--- src/rtl/qed_dup_scheduler.sv ---
// rtl/qed_dup_scheduler.sv - SQED scheduler: issues originals, buffers them, replays them as duplicates
// Two-state ORIG/DUP controller with an original-instruction FIFO and saturating issue counters.
module qed_dup_scheduler #(
  parameter int FIFO_DEPTH = 8,
  parameter int CNT_W      = 16
) (
  input  logic             clk,
  input  logic             reset_x,
  input  logic             ena,
  input  logic             exec_dup,
  input  logic             stall,
  input  logic [31:0]      ifu_instruction,
  input  logic             ifu_valid,
  output logic             ifu_ready,
  output logic [31:0]      qed_instruction,
  output logic             qed_valid,
  output logic             qed_mode,
  output logic [CNT_W-1:0] num_orig,
  output logic [CNT_W-1:0] num_dup,
  output logic             qed_ready
);

  localparam int ADDR_W = $clog2(FIFO_DEPTH);
  localparam logic [6:0] OP_R   = 7'b0110011;
  localparam logic [6:0] OP_I   = 7'b0010011;
  localparam logic [6:0] OP_LW  = 7'b0000011;
  localparam logic [6:0] OP_SW  = 7'b0100011;
  localparam logic [6:0] OP_NOP = 7'b1111111;
  localparam logic [ADDR_W:0] FULL_CNT = (ADDR_W + 1)'(FIFO_DEPTH);

  typedef enum logic {ORIG = 1'b0, DUP = 1'b1} state_t;

  state_t              state_q, state_d;
  logic [31:0]         mem_q [FIFO_DEPTH];
  logic [ADDR_W-1:0]   wr_ptr_q, wr_ptr_d, rd_ptr_q, rd_ptr_d;
  logic [ADDR_W:0]     count_q, count_d;
  logic [CNT_W-1:0]    num_orig_q, num_orig_d, num_dup_q, num_dup_d;
  logic [31:0]         qed_instr_q, qed_instr_d;
  logic                qed_valid_q, qed_valid_d;
  logic                qed_ready_q, qed_ready_d;
  logic                push, pop, fifo_empty, fifo_full, do_switch;

  // Originals touch only x0-x15 and the lower 1 KiB, so setting bit 4 / imm bit 10 remaps them.
  function automatic logic [31:0] dup_xform(input logic [31:0] ins);
    logic [31:0] d;
    d = ins;
    case (ins[6:0])
      OP_R:    begin d[11] = 1'b1; d[19] = 1'b1; d[24] = 1'b1; end
      OP_I:    begin d[11] = 1'b1; d[19] = 1'b1; end
      OP_LW:   begin d[11] = 1'b1; d[30] = 1'b1; end
      OP_SW:   begin d[24] = 1'b1; d[30] = 1'b1; end
      default: d = ins;
    endcase
    return d;
  endfunction

  assign fifo_empty = (count_q == '0);
  assign fifo_full  = (count_q == FULL_CNT);

  always_comb begin
    state_d     = state_q;
    wr_ptr_d    = wr_ptr_q;
    rd_ptr_d    = rd_ptr_q;
    count_d     = count_q;
    num_orig_d  = num_orig_q;
    num_dup_d   = num_dup_q;
    qed_instr_d = qed_instr_q;
    qed_valid_d = qed_valid_q;
    ifu_ready   = 1'b0;
    push        = 1'b0;
    pop         = 1'b0;
    do_switch   = 1'b0;

    if (state_q == ORIG && !ena) begin
      ifu_ready = !stall;
      if (!stall) begin
        qed_instr_d = ifu_instruction;
        qed_valid_d = ifu_valid;
      end
    end else if (state_q == ORIG) begin
      do_switch = !stall && !fifo_empty && (exec_dup || fifo_full);
      ifu_ready = !stall && !fifo_full && !do_switch;
      if (!stall) begin
        qed_valid_d = 1'b0;
        if (do_switch) begin
          state_d = DUP;
        end else if (ifu_valid && ifu_ready) begin
          qed_instr_d = ifu_instruction;
          qed_valid_d = 1'b1;
          if (ifu_instruction[6:0] != OP_NOP) begin
            push = 1'b1;
            if (num_orig_q != '1) num_orig_d = num_orig_q + CNT_W'(1);
          end
        end
      end
    end else begin
      // DUP keeps draining even if ena drops; bypass resumes once back in ORIG.
      if (!stall) begin
        pop         = 1'b1;
        qed_instr_d = dup_xform(mem_q[rd_ptr_q]);
        qed_valid_d = 1'b1;
        if (num_dup_q != '1) num_dup_d = num_dup_q + CNT_W'(1);
        if (count_q == (ADDR_W + 1)'(1)) state_d = ORIG;
      end
    end

    if (push) begin
      wr_ptr_d = wr_ptr_q + ADDR_W'(1);
      count_d  = count_q + (ADDR_W + 1)'(1);
    end
    if (pop) begin
      rd_ptr_d = rd_ptr_q + ADDR_W'(1);
      count_d  = count_q - (ADDR_W + 1)'(1);
    end

    qed_ready_d = (state_d == ORIG) && (count_d == '0) &&
                  (num_orig_d == num_dup_d) && (num_orig_d != '0);
  end

  always_ff @(posedge clk) begin
    if (!reset_x) begin
      state_q     <= ORIG;
      wr_ptr_q    <= '0;
      rd_ptr_q    <= '0;
      count_q     <= '0;
      num_orig_q  <= '0;
      num_dup_q   <= '0;
      qed_instr_q <= 32'h0000007F;
      qed_valid_q <= 1'b0;
      qed_ready_q <= 1'b0;
    end else begin
      state_q     <= state_d;
      wr_ptr_q    <= wr_ptr_d;
      rd_ptr_q    <= rd_ptr_d;
      count_q     <= count_d;
      num_orig_q  <= num_orig_d;
      num_dup_q   <= num_dup_d;
      qed_instr_q <= qed_instr_d;
      qed_valid_q <= qed_valid_d;
      qed_ready_q <= qed_ready_d;
    end
  end

  always_ff @(posedge clk) begin
    if (push) mem_q[wr_ptr_q] <= ifu_instruction;
  end

  assign qed_instruction = qed_instr_q;
  assign qed_valid       = qed_valid_q;
  assign qed_mode        = (state_q == DUP);
  assign num_orig        = num_orig_q;
  assign num_dup         = num_dup_q;
  assign qed_ready       = qed_ready_q;

endmodule

--- config.mk ---
export PLATFORM = sky130hd
export DESIGN_NAME = qed_dup_scheduler
export DESIGN_NICKNAME = d
export VERILOG_FILES = /design/src/rtl/qed_dup_scheduler.sv
export SDC_FILE = /design/constraint.sdc
export NUM_CORES = 1
export LEC_CHECK = 0
export ABC_AREA = 1
export BUFFER_PORTS_ARGS = -buffer_cell sky130_fd_sc_hd__clkbuf_2
export CORE_MARGIN = 1.5
export CORE_UTILIZATION = 55
export DETAILED_ROUTE_END_ITERATION = 6
export PLACE_DENSITY = 0.74
export RECOVER_POWER = 25
export SYNTH_ARGS = -nofsm -noshare
export SYNTH_HDL_FRONTEND = slang
export SYNTH_SLANG_ARGS = --single-unit
--- constraint.sdc ---
create_clock -name clk -period 12.9 [get_ports clk]
set_clock_uncertainty 0.05 [all_clocks]
set_input_delay 0.645 -clock clk [delete_from_list [all_inputs] [get_ports clk]]
set_output_delay 0.645 -clock clk [all_outputs]
set_load 0.1 [all_outputs]
==> metrics, run 1 <==
nets@finish about 1.5k; die area 0.0269 sq mm; Post-CTS Setup Bufs 0; Reg clk slew, reported paths around 0.060 ns; Ports 106; First-pass DRT Iterations 6; Fin. Hold Viols 0; slowest stage delay, CP about 0.8 ns; Synth top area share 0.538; final-report setup violation count 0; worst path arrival time roughly 4.1 ns; Slew headroom 0.316; Cell Area, Synth around 0.014 sq mm; critical path class reg2reg; clk buf depth 3; crit path from qed_mode; period utilization 0.311; Max VDD drop 0.149 mV; row count between 50 and 60; dpl hpwl around 20000 microns; largest net degree at the start of global routing 86; Leak between 5 and 6 nW; routed wire length about 34000 microns; count leader, synth edfxtp_1; initial antenna violation count 0; minimum clock period between 4 and 5 ns; ANT cells 0; CTS tree done; Fin Hold WS around 0.40 ns; Root Buffer clkbuf_16; DRC Markers 0; EDFF count, synth approximately 260; status finished, final reports clean; RSZ-0062 raised after global routing false; overall power approximately 2.4 mW; Gate power share 0.061; initial core utilization 0.564; Die Y 164 microns; largest cells by area after synthesis edfxtp_1, dfxtp_1, o21ai_0; met3 routed WL about 2400 microns; die width 164 microns; hold path startpoint rd_ptr_q[2]; GRT overflow 0; Post-Synthesis Cells 1389; gp weighted congestion between 0.8 and 0.9; GRT Total Usage 0.256; initial detailed-routing violation count approximately 1.2k; Port Buffers around 110; Hold WC Path Type reg2reg; maximum clock frequency roughly 250 MHz; first-pass GRT wire length 53300 microns; Worst setup EP type flip-flop; reg-to-reg startpoint qed_mode; Total Neg Setup Slack 0 ns; top_reg_cell synth edfxtp_1; post-DR wirelength/cell ~18 microns; clk sinks 336; Vias 10.6k; Area Overhead vs Synth 14.0%; Cell Pwr Density 146 mW/mm^2; Slowest-stage cell, CP nor3_2; Util after Layout 0.642; met2 wire len between 15000 and 20000 microns; CP Launch Type flip-flop; Post-synth ARST share 0; cts bufs inserted 36; Reg area roughly 0.0093 sq mm; Sw Share 0.226; synth cell count leaders edfxtp_1, nor2_1, nand2_1, o21ai_0, inv_1; post-CTS resize count 0; cell family with most CP delay simple AND/OR/NAND/NOR gates; MaxCap Viol Count 0; Net Sw Power around 0.54 mW; vias per cell 5.79; Worst-Margin Slew between 1 and 1.5 ns; hold-fix buffers at CTS 0; Skew-Pair Late Insertion Delay about 0.51 ns; Seq pwr share 0.499; required time worst endpoint about 13 ns; ANT nets after route 0; top layer in use met4; share of layout cells above drive strength 1 0.123; Metal-1 WL between 10000 and 15000 microns; crit-path cells inv_2 > nand2_2 > nor2_4 > inv_1 > nor2_2 > inv_1 > nor2_2 > nand2_1 > nor3_2 > buf_4; # H-tree levels 2; vias in the first global route roughly 10k; number of library cell types mapped by synthesis between 40 and 50; register area share after synthesis 0.651; Synth Area per Inst about 10 sq um; fillers 1924; synthesized net count 1434; post-synth top area cell edfxtp_1; Core Region between 0.02 and 0.03 sq mm; WP buf/inv 4; Yosys reg bits ~340; CP Max Fanout slightly above 40; Yosys warnings 0; Clock power frac 0.440; count of pins over their slew limit 0; Pint about 1.8 mW; area of the multi-input gates 0.00441 sq mm
[metrics by stage]
step	setup slack (ns)	instance area, sq um	instances
after CTS	8.89	16300	1835
after detailed placement	8.90	15100	1769
after global placement	9.00	15100	1769
after floorplan	8.47	14300	1389
after global routing	8.61	16300	1835
final	8.89	16300	1835
[flip-flops by register name (all words and copies together) (netlist names), named ones only]
signal           cells
count_q              4
mem_q              256
num_dup             16
num_orig            16
qed_instruction     32
qed_mode             1
qed_ready            1
qed_valid            1
rd_ptr_q             3
wr_ptr_q             3
[routing by layer]
metal,up-vias,GRT usage
li1,5050,-
met3,73,0.0391
met1,5073,0.342
met2,423,0.427
met4,0,0.0930
met5,-,0
[final cells by class]
class | count | share of cell area
flip-flops and latches | 336 | 0.571
multi-input cells | 897 | 0.271
clock buffers | 47 | 0.0624
repair buffers | 122 | 0.0384
well taps | 330 | 0.0254
inverters | 84 | 0.0195
clock inverters | 19 | 0.0120
[cell families (layout without fill, tap and decap cells)]
group,after synthesis,after routing,share of synthesized area
fa+ha+maj,7,7,0.00613
buf+inv,156,272,0.0440
xor+xnor,14,14,0.00859
compound gates,304,304,0.122
flops,336,336,0.651
simple gates,572,572,0.169
[path summary, 6_finish.rpt]
path	depth (start not counted)	slack, ns	endpoint
hold / removal	2	0.40	flip-flop
hold reg to reg	2	0.40	flip-flop
setup reg to reg	10	8.89	mem_q[6][13]
setup / recovery	10	8.89	mem_q[6][13]
[power by group through the flow]
stage / combinational [mW] / clock (mW) / sequential [mW]
detailed placement: 0.144 / 0 / 1.20
global route: 0.154 / 1.10 / 1.18
floorplan: 0.0396 / 0 / 1.27
CTS: 0.145 / 1.05 / 1.18
finish: 0.144 / 1.04 / 1.18
global placement: 0.142 / 0 / 1.20
[placed cells by master, fill, tap and decap left out, drive strengths merged]
| cell type | count |
|---|---|
| a31oi | 17 |
| o221ai | 19 |
| o211ai | 21 |
| dfxtp | 80 |
| xnor2 | 5 |
| edfxtp | 256 |
| clkinv | 16 |
| or2 | 3 |
| nor3 | 18 |
| clkbuf | 152 |
| inv | 82 |
| and2 | 1 |
| nand4 | 11 |
| nand3 | 72 |
| ha | 7 |
| a211oi | 7 |
| bufinv | 4 |
| a221oi | 1 |
| o21bai | 3 |
| nor2 | 242 |
| o22ai | 25 |
| buf | 17 |
| xor2 | 9 |
| a21oi | 26 |
| nand2 | 221 |
| nand3b | 4 |
| a211o | 2 |
| o21ai | 183 |
| clkinvlp | 1 |
[worst min-delay path, delay by kind of cell, from the launching register on]
| family | cells | cell delay (ns) |
|---|---|---|
| flip-flops | 1 | 0.31 |
| AO/OA/AOI/OAI | 1 | 0.06 |
| buffers and inverters | 1 | 0.05 |
(Power assumes the default switching activity.)
==> run 2: changes to the inputs <==
--- a/config.mk
+++ b/config.mk
@@ -5,7 +5,7 @@
 export SDC_FILE = /design/constraint.sdc
 export NUM_CORES = 1
 export LEC_CHECK = 0
-export ABC_AREA = 1
+export ABC_AREA = 0
 export BUFFER_PORTS_ARGS = -buffer_cell sky130_fd_sc_hd__clkbuf_2
 export CORE_MARGIN = 1.5
 export CORE_UTILIZATION = 55
==> constraint.sdc (replaced) <==
create_clock -name clk -period 4 [get_ports clk]
set_clock_uncertainty 0.05 [all_clocks]
set_input_delay 0.2 -clock clk [delete_from_list [all_inputs] [get_ports clk]]
set_output_delay 0.2 -clock clk [all_outputs]
set_load 0.1 [all_outputs]
==> metrics, run 2 <==
clk sinks 336 (unchanged); Area Overhead vs Synth 17.7%; Leak 5.27 nW (-12%); highest-count cells in the layout ignoring fill and taps edfxtp_1, nand2_1, clkbuf_2; Slowest-stage cell, CP o211ai_2; Root Buffer clkbuf_16; Max VDD drop 0.290 mV (+95%); placed insts 1277 (-28%); required time worst endpoint 4.33 ns (-8.69 ns); CP Launch Type flip-flop; PnR worst setup slack 0.735 ns (-8.16 ns); EDFF count, synth 256 (unchanged); Post-Synthesis Cells 874 (-37%); Vias 8003 (-25%); Post-CTS Setup Bufs 0 (unchanged); RSZ-0062 raised after global routing false; ANT nets after route 0 (unchanged); Post-synth ARST share 0 (unchanged); hold path startpoint stall; Fin. Hold Viols 0 (unchanged); commonest non-fill, non-tap cell in the layout edfxtp_1; die area 0.0259 sq mm (-4.0%); initial antenna violation count 1 (+1); Post-Synth Simple-Gate Area 0.0832 (-0.0857); Hold WC Path Type in2reg; R2R depth 10 (unchanged); cell mode on critical path nor4_1; Worst-Margin Slew 1.11 ns (+0.0897 ns); slowest stage delay, CP 0.72 ns (-0.09 ns); vias per cell 5.82 (+0.65%); CP Max Fanout 14 (-66%); Finished Layout Cells 1374 (-25%); Skew-Pair Late Insertion Delay 0.52 ns (about the same); routed wire length 28800 microns (-15%); R2R Path End qed_ready; Ports 106 (unchanged); Port Buffers 105 (unchanged); Adder-Cell Fraction of Synth Area 0.00640 (+0.000262); initial detailed-routing violation count 597 (-51%); clk buf depth 3 (unchanged); Yosys warnings 0 (unchanged); Synth Area per Inst 15.7 sq um (+52%); Synth Area in XOR/XNOR 0.0311 (+0.0225); row count 57 (-1.7%); WP buf/inv 1 (-3); vias in the first global route 7865 (-24%); GRT Total Usage 0.230 (-0.0263); cell count along the critical path 10 (unchanged); synth cell count leaders edfxtp_1, nand2_1, dfxtp_1, mux4_2, nor2_1; number of library cell types mapped by synthesis 56 (+37%); largest family of logic cells by synthesized area multiplexers; largest register by flop count mem_q; minimum clock period 3.26 ns (-0.741 ns); placed cell areas 0.0147 sq mm (-2.6%); final-report setup violation count 0 (unchanged); Util after Layout 0.661 (+0.0183); share of layout cells above drive strength 1 0.235 (+0.113); count of pins over their slew limit 0 (unchanged); crit-path cells inv_1 > ha_1 > nor2b_1 > o211ai_2 > nor3_1 > mux2_1 > nor4bb_1 > nand4_1 > nor4_1 > nor4_1; top_reg_cell synth edfxtp_1; Die Y 161 microns (-2.0%); First-pass DRT Iterations 6 (unchanged); crit path from count_q[0]; Reg clk slew, reported paths 0.06 ns (about the same); cell family with most CP delay simple AND/OR/NAND/NOR gates; Compound-Gate Fraction of Synth Area 0.0477 (-0.0740); CTS tree done; pre-CTS WS 0.764 ns (-8.14 ns); worst path arrival time 3.60 ns (-0.53 ns); synthesized net count 919 (-36%); largest cells by area after synthesis edfxtp_1, dfxtp_1, mux4_2; Slew headroom 0.258 (-0.0578); Synth top area share 0.561 (+0.0230); Cell Pwr Density 474 mW/mm^2 (+230%); initial core utilization 0.561 (-0.00233); register area share after synthesis 0.678 (+0.0278); dpl hpwl 17400 microns (-13%); # H-tree levels 2 (unchanged); status finished, final reports clean; GRT overflow 0 (unchanged); largest net degree at the start of global routing 72 (-16%); mux share of post-synthesis cell area 0.135 (+0.135); Cell Area, Synth 0.0137 sq mm (-4.1%); max FFs per register 256 (unchanged); Worst setup EP type flip-flop; post-synth top area cell edfxtp_1; DRC Markers 0 (unchanged); die width 161 microns (-2.0%); period utilization 0.816 (+0.506); Fin Hold WS 0.0311 ns (-0.374 ns); count leader, synth edfxtp_1; MaxCap Viol Count 0 (unchanged); crit path capture qed_ready; Yosys reg bits 336 (unchanged); maximum clock frequency 306 MHz (+23%); post-DR wirelength/cell 21.0 microns (+13%); setup slack, reg-to-reg 0.74 ns (-8.16 ns); finished layout cell area 0.0161 sq mm (-0.95%); first-pass GRT wire length 45200 microns (-15%); Core Region 0.0244 sq mm (-3.7%); nets@finish 1066 (-30%); gp weighted congestion 0.795 (-8.7%); cts bufs inserted 36 (unchanged); critical path class reg2reg; reg-to-reg startpoint count_q[0]
==> run 2: layout make-up <==
type	instances	area (sq um)
sequential	336	9300
fill	1708	8280
multi-input combinational	482	4240
timing repair buffer	158	1010
clock buffer	44	1000
tap	324	405
clock inverter	22	134
inverter	7	26.3
antenna	1	2.50
==> run 2: metrics by stage <==
stage,power (mW),setup TNS [ns]
detailed placement,4.54,0
floorplan,4.37,-74.77
finish,7.63,0
global route,7.87,0
CTS,7.69,0
global placement,4.53,0
==> run 2: timing repair <==
action / CTS / global route
gates resized for setup: 0 / 0
endpoints found under the hold margin: 240 / 0
hold buffers: 30 / 0
==> run 2: layer usage <==
layer / share of wire / routed length, microns / GRT usage / up-vias
met5: 0 / 0 / 0 / -
met4: 0.017 / 478 / 0.0640 / 0
met3: 0.053 / 1540 / 0.0356 / 43
met2: 0.49 / 14200 / 0.374 / 263
met1: 0.44 / 12600 / 0.328 / 4018
li1: - / - / - / 3679
==> run 2: worst min path at each step <==
| stage | to | depth (start not counted) |
|---|---|---|
| after detailed placement | qed_instruction[31] | 2 |
| after CTS | mem_q[1][0] | 1 |
| after global routing | qed_valid | 3 |
| after floorplan | mem_q[0][0] | 0 |
| after global placement | qed_instruction[31] | 2 |
| final | qed_valid | 3 |
==> run 2: report_power, final <==
| group | internal (mW) | total (mW) | switching (mW) |
|---|---|---|---|
| logic | 0.165 | 0.639 | 0.474 |
| clock network | 1.85 | 3.15 | 1.30 |
| registers | 3.81 | 3.85 | 0.0390 |
| total | 5.82 | 7.63 | 1.81 |
==> run 2: worst register-to-register path, stage by stage (launching register included) <==
cell and delay [ns]:
dfxtp_1 0.44, inv_1 0.11, ha_1 0.24, nor2b_1 0.16, o211ai_2 0.72, nor3_1 0.15, mux2_1 0.39, nor4bb_1 0.30
nand4_1 0.13, nor4_1 0.34, nor4_1 0.11
==> run 2: logic make-up (layout without fill, tap and decap cells) <==
| group | Yosys count | in the layout |
|---|---|---|
| simple gates | 230 | 230 |
| flops | 336 | 336 |
| compound gates | 94 | 94 |
| mux | 104 | 104 |
| fa+ha+maj | 7 | 7 |
| other cells | 0 | 1 |
| xor+xnor | 47 | 47 |
| buf+inv | 56 | 231 |
==> run 3: changes to the inputs <==
==> constraint.sdc (replaced) <==
create_clock -name clk -period 3.4 [get_ports clk]
set_clock_uncertainty 0.05 [all_clocks]
set_input_delay 0.17 -clock clk [delete_from_list [all_inputs] [get_ports clk]]
set_output_delay 0.17 -clock clk [all_outputs]
set_load 0.1 [all_outputs]
==> metrics, run 3 (synthesized netlist as in run 2, its figures left out) <==
commonest non-fill, non-tap cell in the layout edfxtp_1; worst path arrival time 3.35 ns (-0.25 ns); placed insts 1288 (+0.86%); clk sinks 336 (unchanged); hold path depth 2 (-1); vias per cell 5.80 (-0.39%); Leak 5.28 nW (+0.18%); Ports 106 (unchanged); die width 161 microns (unchanged); Root Buffer clkbuf_16; post-CTS resize count 0 (unchanged); First-pass DRT Iterations 4 (-2); CP Launch Type flip-flop; Cell Pwr Density 541 mW/mm^2 (+14%); Max VDD drop 0.341 mV (+17%); Post-CTS Setup Bufs 0 (unchanged); routed wire length 28900 microns (+0.29%); Slew headroom 0.505 (+0.246); placed cell areas 0.0148 sq mm (+0.62%); max FFs per register 256 (unchanged); initial detailed-routing violation count 678 (+14%); Area Overhead vs Synth 17.9%; row count 57 (unchanged); Vias 8047 (+0.55%); period utilization 0.877 (+0.0605); critical path class reg2reg; initial core utilization 0.561 (unchanged); MaxCap Viol Count 0 (unchanged); highest-count cells in the layout ignoring fill and taps edfxtp_1, nand2_1, clkbuf_2; dpl hpwl 17300 microns (-0.28%); CP Max Fanout 8 (-6); count of pins over their slew limit 0 (unchanged); Skew-Pair Late Insertion Delay 0.52 ns (about the same); Total Neg Setup Slack 0 ns (unchanged); Hold Path End qed_instruction[3]; DRC Markers 0 (unchanged); slowest stage delay, CP 0.45 ns (-0.27 ns); Worst setup EP type flip-flop; R2R depth 11 (+1); Fin. Hold Viols 0 (unchanged); cts bufs inserted 35 (-2.8%); hold path startpoint reset_x; die area 0.0259 sq mm (unchanged); first-pass GRT wire length 45600 microns (+0.87%); Worst-Margin Slew 0.743 ns (-0.367 ns); Port Buffers 105 (unchanged); crit-path cells inv_1 > ha_1 > nand3b_1 > o211ai_2 > buf_4 > nor4b_4 > and3_4 > xnor3_1 > nor4_2 > nand4_1 > nor4_1; largest net degree at the start of global routing 62 (-14%); status finished, final reports clean; # H-tree levels 2 (unchanged); RSZ-0062 raised after global routing false; Fin Hold WS 0.0461 ns (+0.0150 ns); ANT nets after route 0 (unchanged); share of layout cells above drive strength 1 0.237 (+0.00183); Core Region 0.0244 sq mm (unchanged); Die Y 161 microns (unchanged); maximum clock frequency 336 MHz (+9.5%); overall power 8.73 mW (+14%); reg-to-reg startpoint count_q[0]; gp weighted congestion 0.819 (+3.0%); clk buf depth 3 (unchanged); Hold WC Path Type in2reg; R2R Path End qed_ready; minimum clock period 2.98 ns (-0.284 ns); CTS tree done; Reg clk slew, reported paths 0.06 ns (about the same); crit path from count_q[0]; GRT Total Usage 0.230 (about the same); GRT overflow 0 (unchanged); hold-fix buffers at CTS 35 (+17%); largest register by flop count mem_q; Slowest-stage cell, CP dfxtp_1; vias in the first global route 8184 (+4.1%); finished layout cell area 0.0161 sq mm (+0.18%); nets@finish 1081 (+1.4%); Finished Layout Cells 1387 (+0.95%); initial antenna violation count 1 (unchanged); final-report setup violation count 0 (unchanged); setup slack, reg-to-reg 0.42 ns (-0.32 ns); required time worst endpoint 3.77 ns (-0.56 ns); post-DR wirelength/cell 20.8 microns (-0.65%)
## run 3: stage by stage
stage	utilization	worst slack, ns
after floorplan	-	-0.315
after global placement	0.607	0.534
after detailed placement	0.607	0.443
after CTS	0.663	0.410
after global routing	0.662	0.155
final	0.662	0.419
## run 3: area by class of cell
| class | count | area (sq um) |
|---|---|---|
| fillers | 1738 | 8250 |
| clock inverters | 16 | 82.6 |
| diodes | 1 | 2.50 |
| repair buffers | 174 | 1130 |
| well taps | 324 | 405 |
| inverters | 7 | 26.3 |
| clock buffers | 47 | 942 |
| multi-input cells | 482 | 4260 |
| flip-flops and latches | 336 | 9300 |
## run 3: power by group
part | switching (mW) | total [mW] | leakage (nW) | internal, mW
Clock | 1.49 | 3.44 | 0.499 | 1.95
Sequential | 0.0484 | 4.53 | 2.96 | 4.48
Combinational | 0.555 | 0.762 | 1.82 | 0.206
Total | 2.10 | 8.73 | 5.28 | 6.64
## run 3: worst max path at each step
stage             endpoint  slack [ns]
2_1_floorplan  mem_q[6][0]       -0.31
3_3_place_gp     qed_ready        0.53
3_5_place_dp     qed_ready        0.44
4_1_cts          qed_ready        0.41
5_1_grt          qed_ready        0.15
6_report         qed_ready        0.42
## run 3: critical path: cells and delay by family, from the launching register on
family,cells,cell delay (ns)
XOR/XNOR,1,0.31
AND/OR/NAND/NOR,6,1.27
flip-flops,1,0.45
AO/OA/AOI/OAI,1,0.21
adder cells (fa/ha/maj),1,0.25
buffers and inverters,2,0.35
## run 3: routing by layer
metal | share of wire | routed length [microns] | up-vias | global-route usage
met3 | 0.061 | 1750 | 38 | 0.0408
li1 | - | - | 3712 | -
met2 | 0.50 | 14500 | 248 | 0.385
met4 | 0.015 | 433 | 0 | 0.0598
met5 | 0 | 0 | - | 0
met1 | 0.42 | 12100 | 4049 | 0.315
